[src/rtl/mips_fetch_pkg.sv]
// Shared types and constants for the MIPS instruction-fetch stage.
package mips_fetch_pkg;

    localparam int unsigned XLEN = 32;

    localparam logic [XLEN-1:0] DEFAULT_RESET_PC = 32'hBFC0_0000;
    localparam logic [XLEN-1:0] PC_STEP          = 32'd4;

    typedef enum logic [1:0] {
        S_BOOT,
        S_REQ,
        S_WAIT,
        S_HOLD
    } fetch_state_e;

    // Instruction word held for decode together with its fault flag.
    typedef struct packed {
        logic [XLEN-1:0] data;
        logic            err;
    } inst_buf_t;

endpackage

[src/rtl/fetch_unit_if.sv]
// Fetch-stage bus: instruction-memory request/response plus decode-side hand-off.
interface fetch_unit_if;
    import mips_fetch_pkg::*;

    logic            imem_req_valid;
    logic            imem_req_ready;
    logic [XLEN-1:0] imem_req_addr;
    logic            imem_resp_valid;
    logic [XLEN-1:0] imem_resp_data;
    logic            imem_resp_err;
    logic            inst_valid;
    logic            inst_ready;
    logic [XLEN-1:0] inst_data;
    logic [XLEN-1:0] inst_pc;
    logic            inst_err;
    logic [XLEN-1:0] linear_next;
    logic [XLEN-1:0] next_pc;

    modport master (
        output imem_req_valid, imem_req_addr,
        input  imem_req_ready,
        input  imem_resp_valid, imem_resp_data, imem_resp_err,
        output inst_valid, inst_data, inst_pc, inst_err, linear_next,
        input  inst_ready, next_pc
    );

    modport slave (
        input  imem_req_valid, imem_req_addr,
        output imem_req_ready,
        output imem_resp_valid, imem_resp_data, imem_resp_err,
        input  inst_valid, inst_data, inst_pc, inst_err, linear_next,
        output inst_ready, next_pc
    );

endinterface

[src/rtl/fetch_unit.sv]
// Instruction-fetch stage: owns the PC, issues one imem request at a time and
// holds the returned word for decode until it is consumed.
module fetch_unit
    import mips_fetch_pkg::*;
#(
    parameter logic [XLEN-1:0] RESET_PC = DEFAULT_RESET_PC
) (
    input  logic          clk,
    input  logic          rst_n,
    fetch_unit_if.master  bus
);

    fetch_state_e    state_q, state_d;
    logic [XLEN-1:0] pc_q, pc_d;
    logic [XLEN-1:0] linear_next_q, linear_next_d;
    inst_buf_t       buf_q, buf_d;
    logic            req_valid_q, req_valid_d;
    logic            inst_valid_q, inst_valid_d;

    // State, PC and instruction buffer registers
    always_ff @(posedge clk or negedge rst_n) begin
        if (!rst_n) begin
            state_q       <= S_BOOT;
            pc_q          <= RESET_PC;
            linear_next_q <= RESET_PC + PC_STEP;
            buf_q         <= '0;
            req_valid_q   <= 1'b0;
            inst_valid_q  <= 1'b0;
        end else begin
            state_q       <= state_d;
            pc_q          <= pc_d;
            linear_next_q <= linear_next_d;
            buf_q         <= buf_d;
            req_valid_q   <= req_valid_d;
            inst_valid_q  <= inst_valid_d;
        end
    end

    // Next-state and next-register logic; Moore outputs are registered from state_d
    always_comb begin
        state_d = state_q;
        pc_d    = pc_q;
        buf_d   = buf_q;

        case (state_q)
            S_BOOT: state_d = S_REQ;
            S_REQ: begin
                if (bus.imem_req_ready) begin
                    state_d = S_WAIT;
                end
            end
            S_WAIT: begin
                if (bus.imem_resp_valid) begin
                    buf_d   = '{data: bus.imem_resp_data, err: bus.imem_resp_err};
                    state_d = S_HOLD;
                end
            end
            S_HOLD: begin
                if (bus.inst_ready) begin
                    pc_d = bus.next_pc;
                    // A misaligned target never reaches memory; it is reported as a fault instead.
                    if (bus.next_pc[1:0] == 2'b00) begin
                        state_d = S_REQ;
                    end else begin
                        buf_d = '{data: '0, err: 1'b1};
                    end
                end
            end
            default: state_d = S_BOOT;
        endcase

        req_valid_d   = (state_d == S_REQ);
        inst_valid_d  = (state_d == S_HOLD);
        linear_next_d = pc_d + PC_STEP;
    end

    assign bus.imem_req_valid = req_valid_q;
    assign bus.imem_req_addr  = {pc_q[XLEN-1:2], 2'b00};
    assign bus.inst_valid     = inst_valid_q;
    assign bus.inst_data      = buf_q.data;
    assign bus.inst_err       = buf_q.err;
    assign bus.inst_pc        = pc_q;
    assign bus.linear_next    = linear_next_q;

endmodule

[src/flat_wrapper.sv]
// flat-port wrapper written by rule: the top's interface ports become plain ports
module fetch_unit_flat import mips_fetch_pkg::*;
#(
    parameter logic [XLEN-1:0] RESET_PC = DEFAULT_RESET_PC
)
  (clk, rst_n, bus_imem_req_valid, bus_imem_req_addr, bus_imem_req_ready, bus_imem_resp_valid, bus_imem_resp_data, bus_imem_resp_err, bus_inst_valid, bus_inst_data, bus_inst_pc, bus_inst_err, bus_linear_next, bus_inst_ready, bus_next_pc);
  fetch_unit_if bus_i ();
  input  logic clk;
  input  logic rst_n;
  output wire logic [$bits(bus_i.imem_req_valid)-1:0] bus_imem_req_valid;
  output wire logic [$bits(bus_i.imem_req_addr)-1:0] bus_imem_req_addr;
  input wire logic [$bits(bus_i.imem_req_ready)-1:0] bus_imem_req_ready;
  input wire logic [$bits(bus_i.imem_resp_valid)-1:0] bus_imem_resp_valid;
  input wire logic [$bits(bus_i.imem_resp_data)-1:0] bus_imem_resp_data;
  input wire logic [$bits(bus_i.imem_resp_err)-1:0] bus_imem_resp_err;
  output wire logic [$bits(bus_i.inst_valid)-1:0] bus_inst_valid;
  output wire logic [$bits(bus_i.inst_data)-1:0] bus_inst_data;
  output wire logic [$bits(bus_i.inst_pc)-1:0] bus_inst_pc;
  output wire logic [$bits(bus_i.inst_err)-1:0] bus_inst_err;
  output wire logic [$bits(bus_i.linear_next)-1:0] bus_linear_next;
  input wire logic [$bits(bus_i.inst_ready)-1:0] bus_inst_ready;
  input wire logic [$bits(bus_i.next_pc)-1:0] bus_next_pc;
  assign bus_imem_req_valid = bus_i.imem_req_valid;
  assign bus_imem_req_addr = bus_i.imem_req_addr;
  assign bus_i.imem_req_ready = bus_imem_req_ready;
  assign bus_i.imem_resp_valid = bus_imem_resp_valid;
  assign bus_i.imem_resp_data = bus_imem_resp_data;
  assign bus_i.imem_resp_err = bus_imem_resp_err;
  assign bus_inst_valid = bus_i.inst_valid;
  assign bus_inst_data = bus_i.inst_data;
  assign bus_inst_pc = bus_i.inst_pc;
  assign bus_inst_err = bus_i.inst_err;
  assign bus_linear_next = bus_i.linear_next;
  assign bus_i.inst_ready = bus_inst_ready;
  assign bus_i.next_pc = bus_next_pc;
  fetch_unit #(.RESET_PC(RESET_PC)) u_core (.clk(clk), .rst_n(rst_n), .bus(bus_i));
endmodule
[config.mk]
export PLATFORM = sky130hd
export DESIGN_NAME = fetch_unit_flat
export DESIGN_NICKNAME = d
export VERILOG_FILES = /design/src/rtl/mips_fetch_pkg.sv /design/src/rtl/fetch_unit_if.sv /design/src/rtl/fetch_unit.sv /design/src/flat_wrapper.sv
export SDC_FILE = /design/constraint.sdc
export NUM_CORES = 1
export LEC_CHECK = 0
export CAP_MARGIN = 30
export CELL_PAD_IN_SITES_DETAIL_PLACEMENT = 0
export CELL_PAD_IN_SITES_GLOBAL_PLACEMENT = 1
export CORE_MARGIN = 2
export CORE_UTILIZATION = 24
export DETAILED_ROUTE_END_ITERATION = 10
export PLACE_DENSITY_LB_ADDON = 0.3
export SETUP_SLACK_MARGIN = 0.15
export SLEW_MARGIN = 25
export SYNTH_ARGS = -nofsm -noshare
export SYNTH_HDL_FRONTEND = slang
export SYNTH_SLANG_ARGS = --single-unit
[constraint.sdc]
create_clock -name clk -period 2.6 [get_ports clk]
set_input_delay 0.52 -clock clk [delete_from_list [all_inputs] [get_ports clk]]
set_output_delay 0.52 -clock clk [all_outputs]
set_load 0.02 [all_outputs]
# [Word-level counts from Yosys, hierarchy flattened]
# Index checks and enable logic that the tools add are counted.
[word_totals] regBits=101 input_bits=70
[classes] addsub=1 n_eq_ne=8 n_mux=11 n_reduce_logical=4
[op_table] operator="$mux 33" n=3
[op_table] operator="$pmux 33 s2" n=1
[op_table] operator="$mux 32" n=2
[op_table] operator="$add 32x3->32 const B" n=1
[op_table] operator="$mux 2" n=4
[op_table] operator="$pmux 2 s4" n=1
[op_table] operator="$eq 2x2->1 const B" n=3
[op_table] operator="$ne 2x2->1 const B" n=3
[op_table] operator="$eq 2x1->1 const B" n=2
[op_table] operator="$logic_not 2->1" n=2
[op_table] operator="$reduce_and 4->1" n=1
[op_table] operator="$reduce_bool 2->1" n=1

# [Logic depth before layout (Yosys ltp)]
# Gate-level depths: netlist of run 1.
[depth] ltp_word=5 depth_mapped=15 ltp_nobuf=9

# [Worst setup path after synthesis of run 1]
# Ideal clock, no wire load.
[synth_path] path_kind="input -> register" start="input bus_inst_ready" end="register u_core.linear_next_q[24] (netlist: u_core.bus.linear_next[24])" arrival_time_ns=2.776 t_required_ns=2.525 slack_ns=-0.250 stages=14 path_buffers=5 cell_sequence="and3_4 -> buf_12 -> buf_6 -> buf_2 -> buf_2 -> mux2i_1 -> inv_1 -> ha_1 -> nand2_1 -> mux2_4 -> nand4bb_1 -> buf_2 -> nor3_1 -> xor2_1"
[synth_between] elab_chain_cells=3
[synth_rtl] element="start, declared" line_no="flat_wrapper.sv:21" rtl="input wire logic [$bits(bus_i.inst_ready)-1:0] bus_inst_ready;"
[synth_rtl] element="$mux 32" line_no="fetch_unit.sv:59" rtl="if (bus.inst_ready) begin"
[synth_rtl] element="$mux 32" line_no="fetch_unit.sv:45" rtl="case (state_q)"
[synth_rtl] element="named net u_core.pc_d[2]" line_no="fetch_unit.sv:14" rtl="logic [XLEN-1:0] pc_q, pc_d;"
[synth_rtl] element="$add 32x3->32" line_no="fetch_unit.sv:74" rtl="linear_next_d = pc_d + PC_STEP;"
[synth_rtl] element="named net u_core.linear_next_d[24]" line_no="fetch_unit.sv:15" rtl="logic [XLEN-1:0] linear_next_q, linear_next_d;"
[synth_rtl] element="end signal, assigned" line_no="fetch_unit.sv:25" rtl="linear_next_q <= RESET_PC + PC_STEP;"
[synth_rtl] element="end signal, assigned" line_no="fetch_unit.sv:32" rtl="linear_next_q <= linear_next_d;"
[synth_rtl] element="end, declared" line_no="fetch_unit.sv:15"
# The timed path passes the listed nets, and every way through them passes these cells.
# A chain may end at the register's enable or synchronous reset.

# [Worst setup path after layout of run 1]
[layout_path] start="input bus_next_pc[2]" end="register u_core.linear_next_q[18] (netlist: u_core.bus.linear_next[18])"
[layout_between] elab_chain_cells=3
[layout_rtl] element="start, declared" line_no="flat_wrapper.sv:22" rtl="input wire logic [$bits(bus_i.next_pc)-1:0] bus_next_pc;"
[layout_rtl] element="$mux 32" line_no="fetch_unit.sv:59"
[layout_rtl] element="$mux 32" line_no="fetch_unit.sv:45"
[layout_rtl] element="named net u_core.pc_d[2]" line_no="fetch_unit.sv:14"
[layout_rtl] element="$add 32x3->32" line_no="fetch_unit.sv:74"
[layout_rtl] element="named net u_core.linear_next_d[18]" line_no="fetch_unit.sv:15"
# The timed path passes the listed nets, and every way through them passes these cells.

==> results.md, run 1 <==
Outcome:
- The flow ran to the end, and the final reports show no timing, DRC or antenna violations.

Route:
- For this run, the detailed router's first-pass iteration total came to 4.
- After detailed routing, no signal wire sits above met4.
- In the final routed layout, each cell accounts on average for roughly 15 um.
- In the routed design, unresolved DRC markers number 0.
- The average via count per standard cell is 4.32.
- After detailed routing, the met3 layer carries between 1 and 1.5 mm of wire.
- Summed over all layers, the routed wires come to between 10 and 15 mm.
- The count of antenna-violating nets left after detailed routing is 0.
- For this block, the initial DRC count from the detailed router was ~120.
- The wire length on met1 is ~6.5 mm.
- The via count is slightly below 4000.
- Summed over all nets, wire length on met2 after detailed routing comes to 6.21 mm.

Critical path:
- The worst-case reg-to-reg path depth is 10.
- The number of buffer and inverter instances along the worst setup path is 3.
- The family with the most delay on the worst path is buffers and inverters.
- STA puts the critical path data required time at around 2.9 ns.
- The worst setup path is of the in2reg kind.
- The critical path goes through clkdlybuf4s50_1 > mux2i_1 > inv_1 > ha_2 > nand2_1 > mux2_4 > nand4bb_1 > buf_6 > a211oi_2 > xor2_1.
- Along the worst path, the maximum fanout reaches 10.
- The endpoint of the lowest-slack register-to-register path is u_core.bus.linear_next[18].
- The biggest cell delay along the critical path is 0.50 ns.
- The worst setup path is captured at a flip-flop.
- For this design, the slowest cell found on the critical path is clkdlybuf4s50_1.
- The startpoint type of the worst setup path is an input pin.
- The launch instance of the worst register-to-register path is u_core.state_q[1].
- The data arrival time at the worst-slack endpoint is between 2 and 2.5 ns.
- The setup slack of the most critical reg-to-reg path is ~0.45 ns.

CTS:
- The clock net in this run drives a total of 99 sinks.
- The clock tree root driver cell is clkbuf_16.
- TritonCTS built the clock tree.
- The clock insertion delay at the later pin of the skew report is about 0.35 ns.
- The clock transition at the registers of the reported paths is approximately 0.07 ns.
- The quantity of hold-fixing buffers added after cts is 0.
- In this run the post-CTS setup repair buffer count came out at 0.
- The clock buffer count from CTS is 9.
- The maximum buffer depth of the clock tree is 2.
- The count of H-tree levels built during CTS is 3.

Global routing:
- The total track usage is around 14%.
- The number of global-route vias before repair is about 4000.
- Entering global routing, the biggest net connects 67 pins.
- The total grt overflow is 0.
- The initial antenna violation count is 1.
- The wire length of the first global-routing pass is approximately 22 mm.

Timing:
- The number of setup violations in the final report is 0.
- The final hold violation count is 0.
- After layout, the minimum clock period comes to approximately 2.2 ns.
- Derived from the worst setup path, the maximum achievable clock frequency is ~0.46 GHz.
- The final clock skew is approximately 0.0095 ns.
- Setup repair after global routing left no endpoint under its margin.
- The final count of pins violating max slew is 0.
- Measured against its own limit, the worst slew margin works out to between 60% and 70%.
- The period utilization is 84.1%.
- The actual slew at the worst max-slew pin is approximately 0.55 ns.
- The post-route setup TNS is 0 ns.

Final layout:
- At the end of the flow, the number of nets in the layout was 733.
- Once layout is complete, the utilization of the core stands at between 30 and 40%.
- The filler cell count in the final layout is between 1500 and 2000.
- The area growth from synthesis to layout is 54.6%.
- The final design area excluding fillers is just over 7000 um2.
- The share of layout cells above drive strength 1 is about 14%.

Place:
- The congestion estimate from routability-driven global placement came to around 0.77.
- Detailed placement finished with a half-perimeter wire length of 10.5 mm.
- The port buffer count is about 200.
- The placement-stage cell area is around 7000 um2.

Floorplanning:
- After floorplanning, the core was sized to cover between 15000 and 20000 um2.
- The horizontal die dimension is between 100 and 150 um.
- Pin placement for this block handled approximately 200 I/O pins.
- The initial core utilization is between 20 and 25%.
- The area of the die is 20300 um2.
- The die is between 100 and 150 um tall.
- The floorplan row count is 50.

Min path:
- The worst hold path class is in2async.

Synthesis:
- The combined area of all synthesized cells is between 4000 and 5000 um2.
- The post-synthesis average cell area is approximately 9.7 um2.
- For this run, the register share of the synthesized area comes to a little over half.
- The post-synthesis cell type count is 46.
- The share of synthesized flip-flops with an asynchronous set or reset is 100%.
- Among all flip-flop cells after synthesis, the most frequent one is dfrtp_1.
- Counting flops with a built-in enable in the synthesized netlist gives 0.
- The count of state elements after synthesis is 99.
- The Yosys warning count is 0.
- The instance count of the mapped netlist is between 400 and 500.

Pwr:
- In this run, the combinational gates consume 53.9% of the power.
- Dividing total power by cell area gives a power density of approximately 1300 nW/um2.
- The internal power contribution is between 5 and 6 mW.
- The part of the total power dissipated in sequential elements is between 30% and 40%.
- Net switching is about two fifths of the power.
- The power spent charging and discharging nets is approximately 3.8 mW.
- The analysis attributes to cell leakage a power of between 3 and 4 nW.
- In this run, the clock network consumes 15.1% of the power.
- The worst-case IR drop observed on VDD is 0.000609 V.

Run:
- The max-cap violation count is 0.
how the worst max path moves through the flow:
stage	slack [ns]	start	cells past startpoint	end
floorplan	-0.02	bus_inst_ready	14	u_core.bus.linear_next[22]
global placement	-0.13	bus_inst_ready	11	u_core.bus.linear_next[18]
detailed placement	-0.22	bus_inst_ready	11	u_core.bus.linear_next[18]
CTS	0.16	bus_inst_ready	11	u_core.bus.linear_next[18]
global route	0.26	bus_next_pc[2]	10	u_core.bus.linear_next[18]
finish	0.41	bus_next_pc[2]	10	u_core.bus.linear_next[18]
timing repair:
item / in CTS / in global routing
gates resized for setup: 1 / 1
endpoints found under the hold margin: 0 / 0
endpoints found under the setup margin: 1 / 16
kinds of logic (layout without fill, tap and decap cells):
| logic type | after synthesis | count (layout) | share of synthesized area, % |
|---|---|---|---|
| other | 1 | 3 | 0.0814 |
| xor gates and xnor gates | 25 | 25 | 4.75 |
| DFF | 99 | 99 | 54.3 |
| adders and majority gates | 1 | 1 | 0.272 |
| AOI/OAI and AO/OA | 49 | 49 | 6.27 |
| muxes | 19 | 19 | 4.43 |
| buffers and inverters | 69 | 261 | 9.29 |
| and+or+nand+nor | 211 | 211 | 20.6 |
through the flow:
step / instances / power (mW) / hold WS (ns) / setup slack [ns]
finish: 902 / 9.25 / 0.151 / 0.412
global route: 902 / 9.84 / 0.183 / 0.258
CTS: 901 / 9.38 / 0.161 / 0.158
detailed placement: 885 / 7.93 / 0.472 / -0.222
global placement: 885 / 7.91 / 0.463 / -0.135
floorplan: 475 / 5.66 / 0.224 / -0.0203
power groups by stage:
stage	Clock (mW)	Combinational [mW]	Sequential, mW
after floorplan	0	2.05	3.61
after global placement	0	5.01	2.90
after detailed placement	0	5.03	2.90
after CTS	1.44	5.05	2.89
after global routing	1.49	5.36	2.98
final	1.40	4.98	2.87
layout by cell type, fill, tap and decap left out, types with 2 or more instances in the layout:
master,count
clkbuf_16,11
clkdlybuf4s50_1,196
nor4_2,2
buf_12,2
nand3_1,19
mux2i_1,13
or2_2,2
inv_1,13
xnor2_1,15
nor3_2,3
and3_1,4
xor2_1,10
buf_4,32
nand2_1,134
o21ai_0,33
nand4_1,6
clkinvlp_4,2
nor3_1,6
conb_1,2
a21oi_1,4
clkinv_4,2
nor2_1,21
a211oi_2,2
dfrtp_1,80
nor2b_1,2
a31oi_1,2
and4_1,2
and2_1,2
dfstp_2,19
o22ai_1,2
nor4_1,2
mux2_2,4
sequential cells by signal (all words and copies together) (netlist names):
signal / count
u_core.bus.linear_next: 30
u_core.bus.imem_req_valid: 1
u_core.bus.inst_err: 1
u_core.state_q: 2
u_core.bus.inst_pc: 32
u_core.bus.inst_data: 32
u_core.bus.inst_valid: 1
final cells by class:
class / instances / area, um2 / area share, %
timing repair buffer: 232 / 2270 / 31.8
clock buffer: 11 / 275 / 3.86
multi-input combinational: 307 / 1700 / 23.8
sequential: 99 / 2500 / 35.1
clock inverter: 5 / 41.3 / 0.580
antenna: 1 / 2.50 / 0.0351
tap: 234 / 293 / 4.11
inverter: 13 / 48.8 / 0.685
Yosys cell counts (all sizes together), types with 4 or more instances:
cell type / n / area (um2)
nor2: 21 / 78.8
clkbuf: 11 / 41.3
nand3: 19 / 95.1
mux2: 5 / 60.1
mux2i: 14 / 144
nand4: 6 / 37.5
xor2: 10 / 87.6
a21oi: 4 / 20.0
nor4: 5 / 58.8
dfstp: 19 / 499
buf: 45 / 338
inv: 13 / 48.8
o21ai: 33 / 165
and3: 5 / 36.3
dfrtp: 80 / 2000
nor3: 9 / 50.1
xnor2: 15 / 131
nand2: 135 / 507
routing by layer:
| metal | vias up | track usage (%) |
|---|---|---|
| met5 | - | 0 |
| met4 | 0 | 5.11 |
| met3 | 11 | 3.30 |
| met2 | 143 | 21.8 |
| met1 | 1852 | 18.3 |
| li1 | 1895 | - |
(Power assumes the default switching activity.)
==> inputs of run 2 (changes only) <==
Clock period 2.6 ns to 2.2 ns, I/O delays scaled along.
==> results.md, run 2 (synthesis gave the netlist of run 1 again) <==
Outcome:
- The flow ran to the end, and the final reports show no timing, DRC or antenna violations.

Timing:
- The setup slack of the critical path after layout is 0.0801 ns (-0.332 ns).
- The final hold violation count is 0 (unchanged).
- The post-route setup TNS is 0 ns (unchanged).
- The final count of pins violating max slew is 0 (unchanged).
- The routed design could run at a clock period as short as between 2 and 2.5 ns.
- The period utilization is 96.4%.
- Setup repair after global routing could not meet its margin everywhere.
- The number of setup violations in the final report came to 0 (unchanged).
- Based on the critical path, the design can be clocked at up to between 0.4 and 0.5 GHz.
- The minimum hold slack is 0.0320 ns (-0.119 ns).
- The final clock skew is 0.0114 ns (+0.00193 ns).

Pwr:
- The proportion of total power due to net switching is 41.4% (+0.32 points).
- The leakage power is 3.12 nW (+2.3%).
- The part of the total power dissipated in sequential elements is 31.1% (about the same).
- The total power of the final layout is 10.9 mW (+18%).
- The worst-case vdd ir drop is 0.000790 V (+30%).
- The power spent charging and discharging nets came to 4.52 mW (+19%).
- The power density over the cells came to 1500 nW/um2 (+16%).
- The internal power contribution is 6.40 mW (+17%).
- The proportion of power drawn by combinational gates is 55.3% (+1.4 points).
- The proportion of power drawn by the clock network was 13.6% (-1.5 points).

Global routing:
- The maximum number of pins on one net before global-route repair came to 67 (unchanged).
- The number of global-route vias before repair was 4068 (+0.59%).
- The total grt overflow is 0 (unchanged).
- The wire length of the first global-routing pass is 21.8 mm (+0.89%).
- The initial antenna violation count was 0 (-1).
- The total track usage came to 13.9% (+0.13 points).

Floorplanning:
- The die extent in y came to 143 um (unchanged).
- The horizontal die dimension came to 143 um (unchanged).
- The area of the die is 20300 um2 (unchanged).
- The floorplan row count came to 50 (unchanged).
- The initial core utilization came to 24.5% (unchanged).
- The top-level I/O count is 201 (unchanged).
- The area of the core came to 18800 um2 (unchanged).

Route:
- The via count is 3957 (+1.4%).
- The average wire per standard cell is 15.4 um (-0.27%).
- The DRC violation count after routing was 0 (unchanged).
- The routed wire length is 14.1 mm (+1.5%).
- The average via count per standard cell came to 4.31 (-0.33%).
- The count of antenna-violating nets left after detailed routing is 0 (unchanged).
- The iteration-0 DRC count of the detailed router is 112 (-8.2%).
- The number of optimization iterations in the first detailed-route pass was 4 (unchanged).

CTS:
- The root buffer cell chosen for the clock tree is clkbuf_16.
- The CTS tree is done.
- The count of H-tree levels built during CTS was 3 (unchanged).
- The maximum buffer depth of the clock tree is 2 (unchanged).
- The clock transition at the registers of the reported paths was 0.07 ns (about the same).
- The quantity of hold-fixing buffers added after cts is 0 (unchanged).
- The clock buffer count from CTS came to 9 (unchanged).
- The clock insertion delay at the later pin of the skew report is 0.35 ns (about the same).
- The count of clock tree sinks is 99 (unchanged).

Final layout:
- Leaving out fill and tap cells, the most frequent cell in the layout is clkdlybuf4s50_1.
- The filler cell count in the final layout was 1870 (-1.3%).
- The area growth from synthesis to layout is 57.8%.
- The share of layout cells above drive strength 1 is 15.9% (+2.3 points).
- The count of placed standard cells in the final layout, fillers left out is 918 (+1.8%).
- The layout net count is 750 (+2.3%).
- The final design area excluding fillers is 7270 um2 (+2.1%).
- The number of antenna cells inserted is 0 (-1).
- The end-of-flow core utilization is 38.7% (+0.79 points).
- The top cell types in the final layout, fill and taps aside, are clkdlybuf4s50_1, nand2_1, dfrtp_1, buf_4, o21ai_0.

Critical path:
- The startpoint identified for the worst register-to-register timing path is u_core.state_q[1].
- The logic depth of the worst setup path including buffers is 10 (unchanged).
- In this run the worst setup path terminates at u_core.bus.linear_next[18].
- The worst setup path is launched from a flip-flop.
- The critical path is of the reg2reg type.
- The biggest cell delay along the critical path was 0.40 ns (-0.10 ns).
- STA classifies the critical path endpoint as a flip-flop.
- The largest individual stage delay along the critical path comes from the cell dfrtp_1.
- The number of buffer and inverter instances along the worst setup path is 2 (-1).
- The data arrival time at the worst-slack endpoint came to 2.39 ns (-0.06 ns).
- The worst-case reg-to-reg path depth came to 10 (unchanged).
- The data required time at the worst endpoint is 2.47 ns (-0.40 ns).
- The setup slack of the most critical reg-to-reg path was 0.08 ns (-0.37 ns).
- The maximum fanout encountered on the critical timing path is 10 (unchanged).
- The family with the most delay on the worst path is simple AND/OR/NAND/NOR gates.
- The critical path starts at u_core.state_q[1].
- The endpoint of the lowest-slack register-to-register path is u_core.bus.linear_next[18].
- The critical path goes through and3_4 > mux2i_1 > inv_1 > ha_2 > nand2_1 > mux2_4 > nand4bb_4 > buf_12 > a211oi_4 > xor2_1.

Min path:
- In this run the worst hold path is classified as in2async.

Place:
- The placement-stage cell area is 6920 um2 (+1.8%).
- The final weighted congestion in routability-driven placement was 0.774 (+0.76%).
- The placed wire-length estimate is 10.6 mm (+0.67%).
- The port buffer count came to 198 (unchanged).
- The setup slack after placement came to -0.587 ns (-0.365 ns).
- The cell count after placement is 900 (+1.7%).

Run:
- The max-cap violation count came to 0 (unchanged).
run 2: changes by cell type in the layout (fill, tap and decap cells not counted), sizes merged:
cell and delta:
clkinv +2, buf +17, dlymetal6s2s -1, dlygate4sd2 +1, clkinvlp -2, clkbuf -1, diode -1, inv +1
run 2: what timing repair did:
action,in CTS,in global routing
pin swaps,1,2
buffers inserted,1,1
gates resized for setup,4,6
endpoints found under the setup margin,21,18
run 2: worst min path at each step:
stage / to / cells past startpoint / from
floorplan: u_core.bus.imem_req_valid / 0 / rst_n
global placement: u_core.bus.inst_data[8] / 1 / rst_n
detailed placement: u_core.bus.inst_data[1] / 1 / rst_n
CTS: u_core.bus.inst_data[1] / 1 / rst_n
global route: u_core.bus.inst_data[1] / 1 / rst_n
finish: u_core.bus.inst_data[1] / 1 / rst_n
run 2: power by group through the flow:
stage	combinational [mW]	sequential [mW]	clock [mW]
2_1_floorplan	2.42	4.27	0
5_1_grt	6.47	3.52	1.61
3_3_place_gp	6.00	3.44	0
4_1_cts	6.08	3.42	1.55
3_5_place_dp	6.02	3.43	0
6_report	6.04	3.40	1.49
run 2: per-layer routing:
| metal | part of all wire (%) | global-route usage, % | routed length, um |
|---|---|---|---|
| met5 | 0 | 0 | 0 |
| met1 | 47 | 18.7 | 6580 |
| met3 | 7.0 | 3.63 | 990 |
| met4 | 1.8 | 6.04 | 260 |
| met2 | 45 | 21.1 | 6280 |
run 2: layout make-up:
cell class / instances / area, um2 / area share [%]
clock buffer: 10 / 229 / 3.15
clock inverter: 6 / 40.0 / 0.551
inverter: 13 / 48.8 / 0.671
multi-input combinational: 307 / 1750 / 24.1
sequential: 99 / 2500 / 34.4
tap: 234 / 293 / 4.03
timing repair buffer: 249 / 2410 / 33.1
